**src/rtl/frame_buffer_arbiter_pkg.sv**
```systemverilog
// Shared frame-buffer definitions: playfield geometry, the clear colour and
// a range helper used by the arbiter.
package frame_buffer_arbiter_pkg;

  localparam int BLOCKS_WIDE = 8;
  localparam int BLOCKS_HIGH = 4;
  localparam logic [7:0] BLACK = 8'h00;

  // Only addresses inside the populated block area may be written.
  function automatic logic addr_in_range(input logic [31:0] addr, input int unsigned depth);
    return addr < depth;
  endfunction

endpackage

```
**src/rtl/frame_buffer_arbiter.sv**
```systemverilog
// Single-port frame-buffer BRAM arbiter: display reads beat screen-clear
// writes, which beat game-logic writes.
module frame_buffer_arbiter
  import frame_buffer_arbiter_pkg::*;
#(
  parameter int ADDR_W = 10,
  parameter int DATA_W = 8,
  parameter int DEPTH  = BLOCKS_WIDE * BLOCKS_HIGH
) (
  input  logic              clk,
  input  logic              rst_n,
  input  logic              disp_req,
  input  logic [ADDR_W-1:0] disp_addr,
  output logic [DATA_W-1:0] disp_data,
  output logic              disp_valid,
  input  logic              wr_req,
  input  logic [ADDR_W-1:0] wr_addr,
  input  logic [DATA_W-1:0] wr_data,
  output logic              wr_ack,
  output logic              wr_err,
  input  logic              clear_start,
  output logic              busy,
  output logic              clear_done,
  output logic [ADDR_W-1:0] bram_addr,
  output logic [DATA_W-1:0] bram_din,
  output logic              bram_we,
  input  logic [DATA_W-1:0] bram_dout
);

  localparam logic [0:0] IDLE  = 1'b0;
  localparam logic [0:0] CLEAR = 1'b1;
  localparam logic [ADDR_W-1:0] LAST_ADDR = ADDR_W'(DEPTH - 1);

  logic [0:0]        state;
  logic [ADDR_W-1:0] clr_addr;
  logic [DATA_W-1:0] disp_hold;
  logic              disp_grant;
  logic              clr_grant;
  logic              wr_grant;
  logic              wr_in_range;

  // Grants are gated by rst_n so the BRAM port is forced idle during reset.
  assign disp_grant  = rst_n && disp_req;
  assign clr_grant   = rst_n && !disp_req && (state == CLEAR);
  assign wr_grant    = rst_n && !disp_req && (state == IDLE) && wr_req;
  assign wr_in_range = addr_in_range(32'(wr_addr), DEPTH);

  assign wr_ack  = wr_grant;
  assign wr_err  = wr_grant && !wr_in_range;
  assign bram_we = clr_grant || (wr_grant && wr_in_range);
  assign busy    = (state == CLEAR);

  always_comb begin
    bram_addr = '0;
    bram_din  = '0;
    if (disp_grant) begin
      bram_addr = disp_addr;
    end else if (clr_grant) begin
      bram_addr = clr_addr;
      bram_din  = DATA_W'(BLACK);
    end else if (wr_grant) begin
      bram_addr = wr_addr;
      bram_din  = wr_data;
    end
  end

  // The clear pointer only advances on cycles its write actually wins the port.
  always_ff @(posedge clk or negedge rst_n) begin
    if (!rst_n) begin
      state      <= IDLE;
      clr_addr   <= '0;
      clear_done <= 1'b0;
    end else begin
      clear_done <= 1'b0;
      case (state)
        IDLE: begin
          if (clear_start) begin
            state    <= CLEAR;
            clr_addr <= '0;
          end
        end
        CLEAR: begin
          if (clr_grant) begin
            if (clr_addr == LAST_ADDR) begin
              state      <= IDLE;
              clr_addr   <= '0;
              clear_done <= 1'b1;
            end else begin
              clr_addr <= clr_addr + 1'b1;
            end
          end
        end
        default: state <= IDLE;
      endcase
    end
  end

  always_ff @(posedge clk or negedge rst_n) begin
    if (!rst_n) begin
      disp_valid <= 1'b0;
      disp_hold  <= '0;
    end else begin
      disp_valid <= disp_grant;
      if (disp_valid) begin
        disp_hold <= bram_dout;
      end
    end
  end

  // Read data is passed straight through on its valid cycle, then held.
  assign disp_data = disp_valid ? bram_dout : disp_hold;

endmodule

```
**config.mk**
```make
export PLATFORM = sky130hd
export DESIGN_NAME = frame_buffer_arbiter
export DESIGN_NICKNAME = d
export VERILOG_FILES = /design/src/rtl/frame_buffer_arbiter_pkg.sv /design/src/rtl/frame_buffer_arbiter.sv
export SDC_FILE = /design/constraint.sdc
export NUM_CORES = 1
export LEC_CHECK = 0
export ABC_CLOCK_PERIOD_IN_PS = 1800
export CELL_PAD_IN_SITES_DETAIL_PLACEMENT = 0
export CELL_PAD_IN_SITES_GLOBAL_PLACEMENT = 1
export CORE_UTILIZATION = 26
export CTS_BUF_LIST = sky130_fd_sc_hd__clkbuf_16
export CTS_CLUSTER_DIAMETER = 50
export CTS_CLUSTER_SIZE = 16
export DETAILED_ROUTE_END_ITERATION = 8
export PLACE_DENSITY = 0.81
export SLEW_MARGIN = 10
export SYNTH_ARGS = -nofsm -noshare
export SYNTH_HDL_FRONTEND = slang
export SYNTH_SLANG_ARGS = --single-unit
```
**constraint.sdc**
```tcl
create_clock -name clk -period 1.8 [get_ports clk]
set_input_delay 0.18 -clock clk [delete_from_list [all_inputs] [get_ports clk]]
set_output_delay 0.18 -clock clk [all_outputs]
set_load 0.01 [all_outputs]
```
======== Yosys cells after proc, flatten, opt, wreduce, memory -nomap -nowiden ========
Cells that the tools add are included.
word-level totals
  word-level logic and storage cells ...... 40
  output and inout port bits .............. 32
  input port bits ......................... 41
  register bits ........................... 21
operators by class
  mux-type cells .......................... 18
  magnitude comparators ................... 1
  $add $sub $neg .......................... 1
  reduce and logical (&&, ||, !) cells .... 11
  equal/unequal tests ..................... 3
  bitwise operators ....................... 1
operators by type and width
  operator                                                                       number
  10-bit 2-to-1 mux                                                              6
  8-bit 2-to-1 mux                                                               4
  10-bit one-hot mux with 2 select lines                                         1
  10-bit by 1-bit adder with 10-bit output, second input constant                1
  10-bit by 5-bit equality test with 1-bit output, second input constant         1
  10-bit by 6-bit less-than comparator with 1-bit output, second input constant  1
  1-bit logical AND                                                              7
  1-bit 2-to-1 mux                                                               6
  1-bit logical NOT                                                              2
  2-bit by 1-bit != test with 1-bit output, second input constant                1
  2-bit != test, second input constant                                           1
  1-bit one-hot mux with 2 select lines                                          1
  2-bit AND reduction                                                            1
  1-bit logical OR                                                               1
  1-bit NOT                                                                      1

======== Depth between registers and ports, before layout ========
Gate-level depths: netlist (run 1).
  word-level depth ........................ 7
  depth in mapped cells ................... 6
  gate-level depth less buffers ........... 5

======== Worst setup path before layout (run 1) ========
OpenSTA, ideal clock, no wires.
  path type ............................... flip-flop to flip-flop
  start point ............................. reg clr_addr[5]
  end point ............................... reg clr_addr[1]
  path buffers ............................ 0
  library setup time ...................... 122 ps
  required time ........................... 1678 ps
  period minus slack after synthesis ...... 1636 ps
  path slack .............................. 164 ps
  stages on the path, launching flop included .. 4
  data arrival time ....................... 1514 ps
  path through ............................ dfrtp_1 > or4_1 > or3_4 > a32o_1
on the way
  cells in the longest elaborated chain, start to end .. 4
RTL lines
  element                                          line                        text
  from (decl)                                      frame_buffer_arbiter.sv:35  logic [ADDR_W-1:0] clr_addr;
  from (signal assigned)                           frame_buffer_arbiter.sv:89  clr_addr <= clr_addr + 1'b1;
  10-bit by 5-bit equality test with 1-bit output  frame_buffer_arbiter.sv:84  if (clr_addr == LAST_ADDR) begin
  10-bit 2-to-1 mux                                frame_buffer_arbiter.sv:84
  10-bit 2-to-1 mux                                frame_buffer_arbiter.sv:83  if (clr_grant) begin
  10-bit one-hot mux with 2 select lines           frame_buffer_arbiter.sv:75  case (state)
No other way between the ends. The select of a mux whose other input is x is not followed.
A chain may end at the register's enable or synchronous reset.

======== Final worst setup path (run 1) ========
  start point ............................. reg state (netlist: busy)
  end point ............................... out bram_addr[9]
on the way
  cells in the longest elaborated chain, start to end .. 6
  elaborated cells between the ends (all ways) .. 7
  those cells by class .................... 3 x mux; 1 x bitwise; 3 x reduce/logical
RTL lines
  element                         line                        text
  from (decl)                     frame_buffer_arbiter.sv:34  logic [0:0] state;
  from (signal assigned)          frame_buffer_arbiter.sv:70  state <= IDLE;
  from (signal assigned)          frame_buffer_arbiter.sv:78  state <= CLEAR;
  from (signal assigned)          frame_buffer_arbiter.sv:85  state <= IDLE;
  1-bit NOT                       -
  1-bit logical AND (2 in a row)  frame_buffer_arbiter.sv:45  assign wr_grant = rst_n && !disp_req && (state == IDLE) && wr_req;
  10-bit 2-to-1 mux               frame_buffer_arbiter.sv:61  end else if (wr_grant) begin
  10-bit 2-to-1 mux *             frame_buffer_arbiter.sv:58  end else if (clr_grant) begin
  10-bit 2-to-1 mux *             frame_buffer_arbiter.sv:56  if (disp_grant) begin
  to (decl)                       frame_buffer_arbiter.sv:24  output logic [ADDR_W-1:0] bram_addr,
Every way passes the cells marked *; elsewhere a longest branch is shown, timed or not.

==> flow_metrics.tcl, run 1 <==
set metrics [dict create \
    largest_net_degree_at_the_start_of_global_routing 14 \
    number_of_antenna_violations_at_the_first_check_in_global_routing 0 \
    setup_slack_ns 0.0235 \
    synth.mux.area_fraction 0.0831 \
    root_buffer "clkbuf_16" \
    cts_tree "yes" \
    final_period_minus_worst_setup_slack_ns 1.78 \
    detail_route.first_pass.iterations 4 \
    place_worst_setup_slack_ns -0.373 \
    yosys.cell_count.top_type "dfrtp_1" \
    p_total_mw 1.43 \
    slew_viol_final 0 \
    port_buffers 72 \
    synth-async-reset-ratio 1.00 \
    layout.area.seq_um2 527 \
    worstSkewPairLatency_ns 0.26 \
    tritoncts.num_buffers 3 \
    end_kind "output pin" \
    timing.slew.headroom 0.720 \
    combPwrFrac 0.268 \
    avgSynthCellArea_um2 9.41 \
    cts-root-to-sink-buffers 2 \
    finish.net_count 274 \
    htree_levels 1 \
    worst_margin_pin_slew_ns 0.420 \
    path_max_fanout 3 \
    hold_class "in -> async" \
    synthesis.area_um2 1200 \
    report.final.hold_viol_count 0 \
    flip_flop_and_latch_count_after_synthesis 21 \
    post_synth_most_frequent_cells "dfrtp_1, inv_1, nand2_1" \
    synth_nets 170 \
    timing.critical_path.from_type "flip-flop" \
    area_growth_pct 91.4 \
    synth-edff-count 0 \
    finalSetupViolations 0 \
    clk_transition_reported_paths_ns 0.06 \
    power.sequential.fraction 0.400 \
    total_instance_count_after_detailed_placement 266 \
    yosys.area.top_type "dfrtp_1" \
    timing.critical_path.arrival_ns 1.60 \
    multi_input_comb_area_um2 651 \
    clock_power_share 0.333 \
    netSwitchingFraction 0.263 \
    synth_adder_area_share 0.0104 \
    clock_sinks 21 \
    drt-vias-per-instance 4.94 \
    rows 24 \
    holdWs_ns 0.127 \
    num-fill-cells 431 \
    ant_nets 0 \
    crit_slowest_cell "dfrtp_1" \
    synth_cell_type_count 34 \
    max_clock_freq_mhz 563 \
    core_region_area_um2 4410 \
    clock-skew-final_ns 0.00260 \
    synth_xor_xnor_area_share 0.00727 \
    drt-total-wl_um 3940 \
    min_period_over_period 0.987 \
    place_congestion 0.786 \
    leakage_nw 1.17 \
    synth.area.top_cells "dfrtp_1, a222oi_1, mux2_2" \
    cap_viol_max_count 0 \
    ios 73 \
    internal_power_mw 1.05 \
    power_density_nw_per_um2 620 \
    floorplan.die.height_um 70.1 \
    synth_flop_type "dfrtp_1" \
    worst-setup-path-type "reg -> out" \
    grt_pass1_wl_um 6360 \
    dr_total_vias 1397 \
    rsz0062_at_grt "true" \
    timing.critical_path.cells "and3b_2, buf_6, and2_4, a221oi_2, inv_1, buf_2" \
    layout-drive-gt1-share 0.312 \
    critPathMaxStageDelay_ns 0.42 \
    synth_compound_area_frac 0.186 \
    synthesized_area_fraction_occupied_by_and_or_nand_nor_cells 0.217 \
    switching_power_uw 376 \
    synth.top_cell.area_share 0.436 \
    synth_seq_area_share 0.436 \
    layoutNonFillerInstCount 283 \
    hpwlAfterDp_um 2910 \
    grt_overflow_total 0 \
    first_global_vias 1378 \
    synth_top_family_by_area "simple AND/OR/NAND/NOR gates" \
    globalRouteTotalUtil 0.164 \
    initialDrtViolationCount 70 \
    cts_hold_buffers 0 \
    n_antenna_cell 0 \
    worstPathRequired_ns 1.62 \
    synthCells 128 \
    start_util 0.273 \
    wl_per_cell_um 13.9 \
    ir_drop_worst_vdd_uv 367 \
    floorplan.die_area_um2 4910 \
    die-width_um 70.1 \
    status "finished, final reports clean" \
    synth-warning-count 0 \
    residual_drc 0 \
]
## layer usage
| metal | wire (um) | share of wire | track usage | up-vias |
|---|---|---|---|---|
| li1 | - | - | - | 676 |
| met1 | 1760 | 0.45 | 0.225 | 654 |
| met2 | 1760 | 0.45 | 0.256 | 63 |
| met3 | 372 | 0.095 | 0.0375 | 4 |
| met4 | 38 | 0.0097 | 0.0511 | 0 |
| met5 | 0 | 0 | 0 | - |
## flip-flops by register name (all words and copies together), names as in the netlist
register / count
clr_addr: 10
disp_valid: 1
busy: 1
disp_hold: 8
clear_done: 1
## per-stage QoR
stage	TNS, ns	utilization	cell area [um2]
final	0	0.522	2310
after global routing	-0.153	0.522	2310
after CTS	-0.0410	0.516	2280
after detailed placement	-6.00	0.482	2130
after global placement	-5.80	0.482	2130
after floorplan	0	-	1200
## path summary, 6_finish.rpt
path	depth (start not counted)	to	start	slack [ns]
worst min-delay path	2	clr_addr[8]	rst_n	0.13
worst max register to register	3	clr_addr[1]	clr_addr[5]	0.13
max in group asynchronous	2	clr_addr[0]	rst_n	1.52
worst max-delay path	6	bram_addr[9]	busy	0.02
worst min register to register	1	disp_hold[5]	disp_hold[5]	0.49
min in group clk	1	disp_hold[5]	disp_hold[5]	0.49
## kinds of logic after synthesis
kind of cell	Yosys count
xor gates and xnor gates	1
AOI/OAI and AO/OA	28
adders and majority gates	1
and+or+nand+nor	49
DFF	21
buffers and inverters	19
muxes	9
## area by class of cell
cell class / instances / area share
Clock inverter: 1 / 0.00326
Sequential cell: 21 / 0.228
Multi-Input combinational cell: 88 / 0.282
Tap cell: 52 / 0.0282
Clock buffer: 3 / 0.0326
Timing Repair Buffer: 106 / 0.406
Inverter: 12 / 0.0195
## placed cells by master, fill, tap and decap left out, types with 3 or more instances in the layout
| master | count |
|---|---|
| buf_2 | 8 |
| and2_1 | 9 |
| o21ai_0 | 9 |
| nor4_1 | 3 |
| dlymetal6s2s_1 | 7 |
| nand2_1 | 12 |
| nand3_1 | 4 |
| a222oi_1 | 9 |
| dlygate4sd2_1 | 9 |
| nor2_1 | 8 |
| clkdlybuf4s50_1 | 41 |
| inv_1 | 12 |
| clkbuf_16 | 3 |
| buf_6 | 7 |
| mux2_2 | 8 |
| dfrtp_1 | 20 |
| clkbuf_2 | 7 |
| buf_4 | 26 |
## critical path, delay by kind of cell (launching register included)
| family | cells | cell delay [ns] |
|---|---|---|
| AO/OA/AOI/OAI | 1 | 0.18 |
| flip-flops | 1 | 0.42 |
| AND/OR/NAND/NOR | 2 | 0.40 |
| buffers and inverters | 3 | 0.34 |
## timing repair
item                                    CTS  global route
resized for setup                        59            26
endpoints found under the setup margin   29            21
setup buffers                             9             3
pin swaps                                10             9
gates cloned                              1             0
## power groups by stage
stage / logic, mW / clock network [mW] / registers (mW)
global route: 0.420 / 0.510 / 0.582
finish: 0.383 / 0.476 / 0.572
floorplan: 0.154 / 0 / 0.570
CTS: 0.388 / 0.489 / 0.576
global placement: 0.389 / 0 / 0.583
detailed placement: 0.392 / 0 / 0.585
No activity file was read; power rests on OpenSTA's default activity.
==> run 2: changes to the inputs <==
- ABC_CLOCK_PERIOD_IN_PS: 1800 -> default
- PLACE_DENSITY: 0.81 -> default
- PLACE_DENSITY_LB_ADDON: default -> 0.12
- SLEW_MARGIN: 10 -> 20
==> run 2 against run 1 <==
Against the previous run:
- sequential power down 1%
- global-route usage up 0.30 points
- critical path depth down 1
- worst setup slack better by 0.013 ns
- sequential cell count unchanged
- power up 1.3%
- utilization down 1.3 points
- clock power down 0.8%
- fmax up 0.72%
- register-to-register slack better by 0.02 ns
- critical endpoint is now bram_addr[2]
==> flow_metrics.tcl, run 2 (same netlist as run 1, synthesis figures left out) <==
set metrics [dict create \
    internal_power_mw 1.07 \
    regMostFlops "clr_addr" \
    htree_levels 1 \
    min_period_over_period 0.980 \
    timing.critical_path.cells "and3b_2, buf_6, a222oi_1, inv_1, buf_2" \
    cts_tree "yes" \
    number_of_antenna_violations_at_the_first_check_in_global_routing 0 \
    crit_path_start "busy" \
    path_max_fanout 5 \
    timing.slew.headroom 0.759 \
    r2r_cells 7 \
    r2r-start "busy" \
    flip_flop_count_of_the_largest_register_all_copies_and_words_added 10 \
    rows 24 \
    setup.worst_path.end "bram_addr[2]" \
    critPathMaxStageDelay_ns 0.45 \
    first_global_vias 1342 \
    cts_hold_buffers 0 \
    worst_margin_pin_slew_ns 0.361 \
    layout.area.seq_um2 528 \
    detail_route.first_pass.iterations 5 \
    start_util 0.273 \
    die-width_um 70.1 \
    switching_power_uw 382 \
    netSwitchingFraction 0.264 \
    grt_pass1_wl_um 6510 \
    final_period_minus_worst_setup_slack_ns 1.76 \
    power.sequential.fraction 0.389 \
    n_antenna_cell 0 \
    grtUsageMet2 0.259 \
    finish.net_count 273 \
    power_density_nw_per_um2 645 \
    crit_slowest_cell "dfrtp_2" \
    area_growth_pct 86.7 \
    total_instance_count_after_detailed_placement 267 \
    use_met1 0.234 \
    cts-root-to-sink-buffers 2 \
    clk_transition_reported_paths_ns 0.06 \
    clock_sinks 21 \
    rsz0062_at_grt "true" \
    worstPathRequired_ns 1.62 \
    gr-usage-met3 0.0346 \
    combPwrFrac 0.286 \
    floorplan.die.height_um 70.1 \
    regToRegEndpoint "clr_addr[4]" \
    status "finished, final reports clean" \
    finalSetupViolations 0 \
    worstSkewPairLatency_ns 0.25 \
    timing.critical_path.from_type "flip-flop" \
    report.final.hold_viol_count 0 \
    worst-setup-path-type "reg -> out" \
    multi_input_comb_area_um2 642 \
    final_common_cell "clkdlybuf4s50_1" \
    core_region_area_um2 4410 \
    ios 73 \
    layoutNonFillerInstCount 282 \
    dr_total_vias 1418 \
    wl_per_cell_um 15.0 \
    largest_net_degree_at_the_start_of_global_routing 14 \
    cap_viol_max_count 0 \
    tritoncts.num_buffers 3 \
    max_clock_freq_mhz 567 \
    root_buffer "clkbuf_16" \
    initialDrtViolationCount 75 \
    slew_viol_final 0 \
    final_cell_mix "clkdlybuf4s50_1, buf_4, dfrtp_1, inv_1, nand2_1" \
    floorplan.die_area_um2 4910 \
    grt_busiest_layer "met2" \
    leakage_nw 1.13 \
    grt_overflow_total 0 \
    holdWs_ns 0.159 \
    drt-total-wl_um 4220 \
    clock-skew-final_ns 0.00236 \
    residual_drc 0 \
    hpwlAfterDp_um 2990 \
    layout_top_registers "clr_addr x10, disp_hold x8" \
    hold_class "in -> async" \
    num-fill-cells 408 \
    clock_power_share 0.325 \
    finish.utilization 0.510 \
    drt-vias-per-instance 5.03 \
    timing.critical_path.arrival_ns 1.58 \
    end_kind "output pin" \
    port_buffers 72 \
    layout-drive-gt1-share 0.335 \
    p_total_mw 1.45 \
    ant_nets 0 \
    globalRouteTotalUtil 0.167 \
    ir_drop_worst_vdd_uv 362 \
    place_congestion 0.859 \
    r2r_setup_slack_ns 0.15 \
]
==> run 2: cell count changes in the layout (fill, tap and decap cells not counted) <==
cell,delta
or4_1,+1
clkdlybuf4s50_1,+1
dfrtp_1,-1
dfrtp_2,+1
clkdlybuf4s15_1,-1
buf_4,+4
nor2_2,+1
or4_4,-1
dlygate4sd2_1,-6
buf_6,-5
buf_2,+3
nor2_4,-1
clkbuf_2,+3
==> run 2: critical path: cells and delay by family (launching register included) <==
family                 cells  cell delay [ns]
flip-flops                 1             0.45
AND/OR/NAND/NOR            1             0.28
buffers and inverters      3             0.34
AO/OA/AOI/OAI              1             0.26
==> run 2: worst min-delay path by stage <==
| stage | to | slack [ns] | cells after the start |
|---|---|---|---|
| 4_1_cts | clr_addr[8] | 0.17 | 2 |
| 3_5_place_dp | disp_hold[7] | 0.49 | 1 |
| 5_1_grt | clr_addr[8] | 0.18 | 2 |
| 3_3_place_gp | disp_hold[7] | 0.48 | 1 |
| 2_1_floorplan | busy | -0.12 | 0 |
| 6_report | clr_addr[8] | 0.16 | 2 |
==> run 2: metrics by stage <==
step / setup TNS, ns / area [um2] / setup slack [ns]
after floorplan: 0 / 1200 / 0.164
after global placement: -7.61 / 2130 / -0.352
after detailed placement: -7.70 / 2130 / -0.376
after CTS: 0 / 2240 / 0.00748
after global routing: -0.145 / 2250 / -0.0567
final: 0 / 2250 / 0.0363
==> run 2: metal layers <==
metal	vias up	share of wire
met2	72	0.43
met1	666	0.47
met5	-	0
met3	2	0.091
li1	678	-
met4	0	0.0054
==> run 2: repair_timing <==
item,CTS,global route
setup buffers,6,3
cloned,2,0
endpoints found under the setup margin,29,27
resized for setup,71,26
pin swaps,7,4
==> run 2: area by class of cell <==
type / count / area share
Clock buffer: 3 / 0.0334
Clock inverter: 1 / 0.00334
Inverter: 12 / 0.0200
Multi-Input combinational cell: 88 / 0.285
Sequential cell: 21 / 0.235
Tap cell: 52 / 0.0289
Timing Repair Buffer: 105 / 0.394
==> run 2: power groups by stage <==
stage,registers [mW],clock network (mW),logic [mW]
finish,0.564,0.472,0.415
global route,0.572,0.513,0.451
CTS,0.566,0.488,0.414
detailed placement,0.574,0,0.421
global placement,0.570,0,0.415
floorplan,0.570,0,0.154
==> run 3: changes to the inputs <==
- SKIP_LAST_GASP: default -> 1
==> run 3 against run 2 <==
Against the previous run:
- sequential share of layout area grew 0.14 points
- non-clock buffer count is the same
- sequential power is essentially flat
- via count grew 0.49%
- die area is the same
- worst setup slack lost 0.028 ns
- wire length is essentially flat
- critical path depth shrank 1
- clock-buffer cell count is the same
- global-route usage is essentially flat
- sequential cell count is the same
- highest routed layer unchanged
==> flow_metrics.tcl, run 3 (same netlist as run 1, synthesis figures left out) <==
set metrics [dict create \
    status "finished, final reports clean" \
    num-fill-cells 411 \
    dr_total_vias 1425 \
    rows 24 \
    switching_power_uw 382 \
    clock_sinks 21 \
    timing.critical_path.arrival_ns 1.61 \
    min_period_over_period 0.995 \
    total_instance_count_after_detailed_placement 267 \
    grt_overflow_total 0 \
    area_growth_pct 85.6 \
    tritoncts.num_buffers 3 \
    cap_viol_max_count 0 \
    r2r_setup_slack_ns 0.15 \
    detail_route.first_pass.iterations 4 \
    grt_pass1_wl_um 6500 \
    final_common_cell "clkdlybuf4s50_1" \
    leakage_nw 1.10 \
    largest_net_degree_at_the_start_of_global_routing 14 \
    residual_drc 0 \
    cell_class_contributing_the_biggest_share_of_worst_path_delay "buffers and inverters" \
    finish.net_count 273 \
    layout_top_registers "clr_addr x10, disp_hold x8" \
    critPathMaxStageDelay_ns 0.47 \
    initialDrtViolationCount 85 \
    worst_path_most_repeated_cell "buf_4" \
    htree_levels 1 \
    finalSetupViolations 0 \
    power.sequential.fraction 0.389 \
    cts_tree "yes" \
    detail_route_met3_wl_um 348 \
    port_buffers 72 \
    final_period_minus_worst_setup_slack_ns 1.79 \
    start_util 0.273 \
    met2WireLength_um 1870 \
    floorplan.die.height_um 70.1 \
    power_density_nw_per_um2 649 \
    worst_margin_pin_slew_ns 0.362 \
    cp_num_buf_inv 4 \
    cts-root-to-sink-buffers 2 \
    internal_power_mw 1.07 \
    wl_per_cell_um 15.0 \
    floorplan.die_area_um2 4910 \
    cp.depth 4 \
    holdWs_ns 0.169 \
    first_global_vias 1337 \
    core_region_area_um2 4410 \
    end_kind "output pin" \
    crit_slowest_cell "clkdlybuf4s50_1" \
    report.final.hold_viol_count 0 \
    top_signal_layer_used "met4" \
    netSwitchingFraction 0.263 \
    worst-setup-path-type "reg -> out" \
    multi_input_comb_area_um2 642 \
    combPwrFrac 0.287 \
    n_antenna_cell 0 \
    path_max_fanout 6 \
    r2r_cells 6 \
    layout-drive-gt1-share 0.335 \
    root_buffer "clkbuf_16" \
    place_congestion 0.859 \
    ios 73 \
    timing.slew.headroom 0.758 \
    hold_class "in -> async" \
    regMostFlops "clr_addr" \
    die-width_um 70.1 \
    layout.area.seq_um2 528 \
    final_cell_mix "clkdlybuf4s50_1, buf_4, dfrtp_1, clkbuf_2" \
    slew_viol_final 0 \
    drt-total-wl_um 4230 \
    flip_flop_count_of_the_largest_register_all_copies_and_words_added 10 \
    clock_power_share 0.324 \
    ant_nets 0 \
    timing.critical_path.from_type "flip-flop" \
    clk_transition_reported_paths_ns 0.06 \
    hpwlAfterDp_um 2990 \
    timing.critical_path.cells "buf_4, buf_4, buf_4, clkdlybuf4s50_1" \
    rsz0062_at_grt "true" \
    met1_length_um 2000 \
    ir_drop_worst_vdd_uv 360 \
    worstSkewPairLatency_ns 0.25 \
    clock-skew-final_ns 0.00253 \
    max_clock_freq_mhz 558 \
    worstPathRequired_ns 1.62 \
    globalRouteTotalUtil 0.167 \
    drt-vias-per-instance 5.05 \
    number_of_antenna_violations_at_the_first_check_in_global_routing 0 \
    layoutNonFillerInstCount 282 \
]
## run 3: changes by cell type in the layout (fill, tap and decap cells not counted), sizes merged
cell,delta
dlymetal6s2s,-4
clkdlybuf4s50,+4
clkbuf,+4
buf,-4
## run 3: power by group through the flow
stage                     logic (mW)  clock network, mW  registers [mW]
after global routing           0.453              0.513           0.572
after CTS                      0.415              0.488           0.566
after global placement         0.415                  0           0.570
after floorplan                0.154                  0           0.570
after detailed placement       0.421                  0           0.574
final                          0.417              0.470           0.564
## run 3: path summary, 6_finish.rpt
kind / to / startpoint
worst max-delay path: busy / busy
worst min-delay path: clr_addr[8] / rst_n
worst max register to register: clr_addr[8] / busy
worst min register to register: disp_hold[4] / disp_hold[4]
max in group asynchronous: disp_valid / rst_n
min in group clk: disp_hold[4] / disp_hold[4]
## run 3: repair_timing
item	CTS	global route
resized for setup	56	32
setup buffers	6	3
gates cloned	2	0
pin swaps	7	7
hold endpoints to repair	0	0
endpoints found under the setup margin	29	35
hold buffers	0	0
## run 3: per-layer routing
metal,global-route usage,vias up
met1,0.234,668
met5,0,-
met3,0.0332,2
li1,-,679
met4,0.0511,0
met2,0.259,76
## run 3: cell type report
type	count	area share
Timing Repair Buffer	105	0.391
Multi-Input combinational cell	88	0.287
Sequential cell	21	0.236
Clock buffer	3	0.0336
Tap cell	52	0.0291
Inverter	12	0.0201
Clock inverter	1	0.00336
## run 3: per-stage QoR
step                utilization  total power, mW  setup TNS, ns  area [um2]  setup slack (ns)
CTS                       0.509             1.47         -0.488        2250            -0.109
global route              0.507             1.54         -0.317        2240           -0.0568
detailed placement        0.482            0.995          -7.70        2130            -0.376
floorplan                     -            0.724              0        1200             0.164
global placement          0.482            0.985          -7.61        2130            -0.352
finish                    0.507             1.45              0        2240           0.00873
